$ cat config.mk
export PLATFORM = sky130hd
export DESIGN_NAME = paula_disk_fifo
export DESIGN_NICKNAME = d
export VERILOG_FILES = /design/src/rtl/paula_disk_fifo.sv
export SDC_FILE = /design/constraint.sdc
export NUM_CORES = 1
export LEC_CHECK = 0
export ABC_AREA = 1
export CAP_MARGIN = 20
export CORE_ASPECT_RATIO = 0.5
export CORE_UTILIZATION = 25
export DETAILED_ROUTE_END_ITERATION = 7
export GPL_TIMING_DRIVEN = 0
export SLEW_MARGIN = 30
export SYNTH_ARGS = -nofsm -noshare
export SYNTH_HDL_FRONTEND = slang
export SYNTH_SLANG_ARGS = --single-unit
$ cat constraint.sdc
create_clock -name clk -period 5.1 [get_ports clk]
set_input_delay 0.765 -clock clk [delete_from_list [all_inputs] [get_ports clk]]
set_output_delay 0.765 -clock clk [all_outputs]
set_load 0.02 [all_outputs]
$ cat src/rtl/paula_disk_fifo.sv
// Paula disk word FIFO: buffers MFM words between the disk shifter and Agnus DMA,
// owns DSKLEN (double-write arming, word countdown) and raises the DSKBLK pulse.
module paula_disk_fifo #(
  parameter int DEPTH_LOG2 = 2
) (
  input  logic        clk,
  input  logic        reset_n,
  input  logic        clk7_en,
  input  logic [8:1]  reg_address_in,
  input  logic [15:0] data_in,
  output logic [15:0] data_out,
  output logic        dmal,
  output logic        dmas,
  input  logic [15:0] disk_rx_data,
  input  logic        disk_rx_valid,
  output logic [15:0] disk_tx_data,
  output logic        disk_tx_ready,
  input  logic        disk_tx_ack,
  output logic        blckint,
  output logic        busy,
  output logic        overflow,
  output logic [1:0]  dbg_state_o
);

  localparam int DEPTH = 1 << DEPTH_LOG2;

  localparam logic [8:1] ADDR_DSKLEN  = 8'h12;
  localparam logic [8:1] ADDR_DSKDAT  = 8'h13;
  localparam logic [8:1] ADDR_DSKDATR = 8'h04;

  localparam logic [DEPTH_LOG2-1:0] PTR_ONE = 1;
  localparam logic [DEPTH_LOG2:0]   CNT_ONE = 1;

  typedef enum logic [1:0] {
    ST_IDLE   = 2'd0,
    ST_ACTIVE = 2'd1,
    ST_DRAIN  = 2'd2,
    ST_DONE   = 2'd3
  } state_t;

  state_t                state_q, state_d;
  logic                  arm_q, arm_d;
  logic                  dmas_q, dmas_d;
  logic                  ovf_q, ovf_d;
  logic [13:0]           rem_q, rem_d;
  logic [DEPTH_LOG2-1:0] wr_ptr_q, wr_ptr_d;
  logic [DEPTH_LOG2-1:0] rd_ptr_q, rd_ptr_d;
  logic [DEPTH_LOG2:0]   count_q, count_d;
  logic [15:0]           mem_q [DEPTH];

  logic        st_active, st_drain;
  logic        empty, full, rem_nz;
  logic        dsklen_wr, abort, start;
  logic        rd_pop, wr_pop, pop;
  logic        rd_push_req, wr_push_req, push;
  logic        ovf_set, dec;
  logic [13:0] rem_after;
  logic [DEPTH_LOG2:0] count_after;
  logic [15:0] head, push_data;

  assign st_active = (state_q == ST_ACTIVE);
  assign st_drain  = (state_q == ST_DRAIN);
  assign empty     = (count_q == '0);
  assign full      = count_q[DEPTH_LOG2];
  assign rem_nz    = (rem_q != '0);

  assign dsklen_wr = clk7_en && (reg_address_in == ADDR_DSKLEN);
  assign abort     = dsklen_wr && !data_in[15];
  assign start     = dsklen_wr && data_in[15] && arm_q;

  assign rd_pop = clk7_en && !dmas_q && st_active && (reg_address_in == ADDR_DSKDATR) && !empty;
  assign wr_pop = clk7_en && dmas_q && (st_active || st_drain) && disk_tx_ack && !empty;
  assign pop    = rd_pop || wr_pop;

  // A push into a full FIFO is accepted when a pop frees the head slot in the same cycle.
  assign rd_push_req = clk7_en && !dmas_q && st_active && disk_rx_valid;
  assign wr_push_req = clk7_en && dmas_q && st_active && (reg_address_in == ADDR_DSKDAT) && rem_nz;
  assign push        = (rd_push_req || wr_push_req) && (!full || pop);
  assign ovf_set     = rd_push_req && full && !pop;
  assign push_data   = dmas_q ? data_in : disk_rx_data;

  assign dec       = (rd_pop && rem_nz) || (wr_push_req && push);
  assign rem_after = dec ? (rem_q - 14'd1) : rem_q;

  always_comb begin
    count_after = count_q;
    if (push && !pop)      count_after = count_q + CNT_ONE;
    else if (pop && !push) count_after = count_q - CNT_ONE;
  end

  always_comb begin
    state_d  = state_q;
    arm_d    = arm_q;
    dmas_d   = dmas_q;
    ovf_d    = ovf_q || ovf_set;
    rem_d    = rem_after;
    wr_ptr_d = push ? (wr_ptr_q + PTR_ONE) : wr_ptr_q;
    rd_ptr_d = pop ? (rd_ptr_q + PTR_ONE) : rd_ptr_q;
    count_d  = count_after;

    case (state_q)
      ST_IDLE:   state_d = ST_IDLE;
      ST_ACTIVE: if (rem_after == '0) state_d = dmas_q ? ST_DRAIN : ST_DONE;
      ST_DRAIN:  if (count_after == '0) state_d = ST_DONE;
      ST_DONE:   state_d = ST_IDLE;
      default:   state_d = ST_IDLE;
    endcase

    // Arming needs two DMAEN writes; the flag stays set until a DMAEN=0 write.
    if (dsklen_wr && data_in[15]) begin
      if (!arm_q) begin
        arm_d = 1'b1;
      end else begin
        dmas_d  = data_in[14];
        rem_d   = data_in[13:0];
        state_d = ST_ACTIVE;
      end
    end

    if (abort) begin
      state_d  = ST_IDLE;
      arm_d    = 1'b0;
      ovf_d    = 1'b0;
      rem_d    = '0;
      wr_ptr_d = '0;
      rd_ptr_d = '0;
      count_d  = '0;
    end
  end

  always_ff @(posedge clk or negedge reset_n) begin
    if (!reset_n) begin
      state_q  <= ST_IDLE;
      arm_q    <= 1'b0;
      dmas_q   <= 1'b0;
      ovf_q    <= 1'b0;
      rem_q    <= '0;
      wr_ptr_q <= '0;
      rd_ptr_q <= '0;
      count_q  <= '0;
    end else if (clk7_en) begin
      state_q  <= state_d;
      arm_q    <= arm_d;
      dmas_q   <= dmas_d;
      ovf_q    <= ovf_d;
      rem_q    <= rem_d;
      wr_ptr_q <= wr_ptr_d;
      rd_ptr_q <= rd_ptr_d;
      count_q  <= count_d;
    end
  end

  always_ff @(posedge clk) begin
    if (push) mem_q[wr_ptr_q] <= push_data;
  end

  // Storage is not reset, so an empty FIFO presents zero rather than a stale word.
  assign head = empty ? 16'h0000 : mem_q[rd_ptr_q];

  assign data_out      = (reg_address_in == ADDR_DSKDATR) ? head : 16'h0000;
  assign disk_tx_data  = head;
  assign disk_tx_ready = dmas_q && (st_active || st_drain) && !empty;
  assign dmal          = st_active && rem_nz && (dmas_q ? !full : !empty);
  assign dmas          = dmas_q;
  assign blckint       = (state_q == ST_DONE);
  assign busy          = (state_q != ST_IDLE);
  assign overflow      = ovf_q;
  assign dbg_state_o   = state_q;

endmodule
==> flow_metrics.env <==
export IMPL_final_nets=730
export IMPL_dp_hpwl_um=10300
export IMPL_die_area_um2=20300
export IMPL_ir_drop_mv=0.172
export IMPL_rows=35
export IMPL_routabilityCongestion=0.862
export IMPL_cap_violations=0
export IMPL_fin_util=0.344
export IMPL_post_cts_buffers=0
export IMPL_r2r_end="mem_q[0][8]"
export IMPL_pre_cts_slack_ns=1.31
export IMPL_synth_top_family_by_area="simple AND/OR/NAND/NOR gates"
export IMPL_cp_slowest_cell="clkdlybuf4s50_1"
export IMPL_firstDrtPassIters=4
export IMPL_syn_to_final_growth_pct=31.3
export IMPL_muxShareOfSynthArea=0
export IMPL_setup_viol=0
export IMPL_multi_input_area_um2=2040
export IMPL_ant_nets=0
export IMPL_grt_pass1_vias=3983
export IMPL_min_path_type="input port to async pin"
export IMPL_numPortBuffers=84
export IMPL_antenna_found_initial=0
export IMPL_seqCellArea_um2=2570
export IMPL_r2r_start="rem_q[0]"
export IMPL_layout_common_cells="143 x nand2_1, 83 x clkdlybuf4s50_1, 70 x nor2_1"
export IMPL_avgSynthCellArea_um2=8.63
export IMPL_wl_um=13500
export IMPL_clk_pin_slew_ns=0.07
export IMPL_ys_seq_elements=90
export IMPL_rsz0062_at_grt="no"
export IMPL_min_period_ns=3.73
export IMPL_ctsResizeCount=0
export IMPL_hold_viol_final=0
export IMPL_tightest_slew_ns=0.636
export IMPL_grt_pass1_wl_um=21200
export IMPL_setup_worst_path_start="reg_address_in[6]"
export IMPL_fp_coreArea_um2=18900
export IMPL_syn_inst=572
export IMPL_grt_overflow=0
export IMPL_synthFlopType="edfxtp_1"
export IMPL_status="complete, no violations"
export IMPL_cp_cell_sequence="clkdlybuf4s50_1 > nor2_1 > nand2_1 > nor3_2 > inv_1 > clkbuf_1 > nor2_1 > clkdlybuf4s50_1"
export IMPL_vias=4136
export IMPL_clkLatencyLatePin_ns=0.34
export IMPL_insertedDiodeCount=0
export IMPL_place_inst=919
export IMPL_numCtsBuffers=9
export IMPL_cts_hold_buf=0
export IMPL_yosysSeqAreaShare=0.521
export IMPL_layout_commonest_cell="nand2_1"
export IMPL_io_pins=85
export IMPL_timing_reg2reg_setup_slack_ns=2.37
export IMPL_synth_compound_area_frac=0.113
export IMPL_worstRegToRegCells=10
export IMPL_ys_warnings_count=0
export IMPL_worstPathMaxFanout=10
export IMPL_htreeDepth=3
export IMPL_leakage_nw=2.69
export IMPL_tns_ns=0
export IMPL_netlist_area_um2=4940
export IMPL_root_buffer="clkbuf_16"
export IMPL_arrival_ns=2.96
export IMPL_cp_slowest_stage_delay_ns=0.61
export IMPL_chipWidth_um=201
export IMPL_crit_required_ns=4.34
export IMPL_vias_per_cell=4.42
export IMPL_synth_adder_area_share=0.0355
export IMPL_timing_final_ws_setup_ns=1.37
export IMPL_post_route_period_util=0.731
export IMPL_cts_buffer_depth=2
export IMPL_end_kind="output pin"
export IMPL_fin_cells=935
export IMPL_power_density_nw_per_um2=288
export IMPL_synth_edf_count=64
export IMPL_synth_distinct_cells=30
export IMPL_clkSinkCount=90
export IMPL_cts_tree="built"
export IMPL_worst_path_buf_inv=4
export IMPL_start_util=0.262
export IMPL_drc=0
export IMPL_async_reset_ff_frac=0.289
export IMPL_worstSetupPathType="input port to output pin"
export IMPL_wl_per_cell_um=14.5
export IMPL_drtIter0Drc=221
export IMPL_grt_max_degree=27
export IMPL_final_max_slew_violation_count=0
export IMPL_max_freq_ghz=0.268
export IMPL_layout_drive_gt1_share=0.0740
export IMPL_n_fill_cell=1911
export IMPL_finClkSkew_ns=0.00565
export IMPL_synth_nets=631
export IMPL_cp_start_kind="input port"
export IMPL_slew_headroom=0.571
export IMPL_cp_depth=8
export IMPL_synth_xor_area_share=0.0213
export IMPL_synth_simple_area_share=0.242
export IMPL_grt_usage=0.134
export IMPL_crit_path_end="data_out[13]"
export IMPL_critPathTopFamily="buffers and inverters"
export IMPL_die_h_um=101
[worst min-delay path by stage]
stage                   from              to  slack, ns  cells past startpoint
global route         reset_n  dbg_state_o[1]       0.49                      1
global placement    overflow        overflow       0.49                      1
detailed placement  overflow        overflow       0.50                      1
floorplan            reset_n           arm_q       0.47                      0
finish               reset_n        rem_q[6]       0.44                      1
CTS                  reset_n        rem_q[6]       0.46                      1
[cell usage after synthesis, drive strengths merged, types with 4 or more instances]
master | n | area share
a21oi | 32 | 0.032
o21ai | 41 | 0.042
nor2 | 80 | 0.067
clkinv | 4 | 0.0030
inv | 58 | 0.044
nand2 | 154 | 0.13
dfrtp | 26 | 0.13
xor2 | 12 | 0.021
buf | 4 | 0.0058
clkbuf | 19 | 0.014
a32o | 16 | 0.032
edfxtp | 64 | 0.39
ha | 14 | 0.035
nand3 | 31 | 0.033
nand4 | 7 | 0.0089
[metrics by stage]
step,hold WS [ns],area (µm²),total power [mW]
after CTS,0.462,6480,1.88
after global placement,0.485,6100,1.15
final,0.440,6480,1.87
after global routing,0.489,6480,1.95
after floorplan,0.469,4940,1.04
after detailed placement,0.497,6160,1.16
[worst reg2reg max path, delay by kind of cell, from the launching register on]
kind / cells / cell delay [ns]
fa+ha+maj: 1 / 0.29
simple gates: 6 / 1.14
flops: 1 / 0.34
buf+inv: 2 / 0.31
compound gates: 1 / 0.35
[layer usage]
metal / up-vias / wire, µm / global-route usage
met2: 90 / 6990 / 0.257
met3: 6 / 547 / 0.0216
met1: 1950 / 5880 / 0.161
met5: - / 0 / 0
li1: 2090 / - / -
met4: 0 / 104 / 0.0282
[report_power, final]
part	switching [mW]	leakage, nW	internal, mW	total [mW]
logic	0.187	1.64	0.136	0.323
registers	0.0173	0.901	0.801	0.818
clock network	0.289	0.156	0.437	0.725
total	0.493	2.69	1.37	1.87
[state kept, by name, indices dropped and copies added, names as in the netlist]
register	flops
rd_ptr_q	2
count_q	3
wr_ptr_q	2
arm_q	1
dbg_state_o	2
mem_q	64
dmas	1
rem_q	14
overflow	1
[layout make-up]
class,count,area share
inverter,62,0.0359
multi-input combinational,397,0.315
timing repair buffer,88,0.137
sequential,90,0.397
buffer,23,0.0154
tap,259,0.0500
clock inverter,6,0.0149
clock buffer,10,0.0353
[cells by family after synthesis]
family | after synthesis
AND/OR/NAND/NOR | 277
XOR/XNOR | 12
flip-flops | 90
adder cells (fa/ha/maj) | 14
buffers and inverters | 85
AO/OA/AOI/OAI | 94
Note: power is estimated with default switching activity, not from simulation.
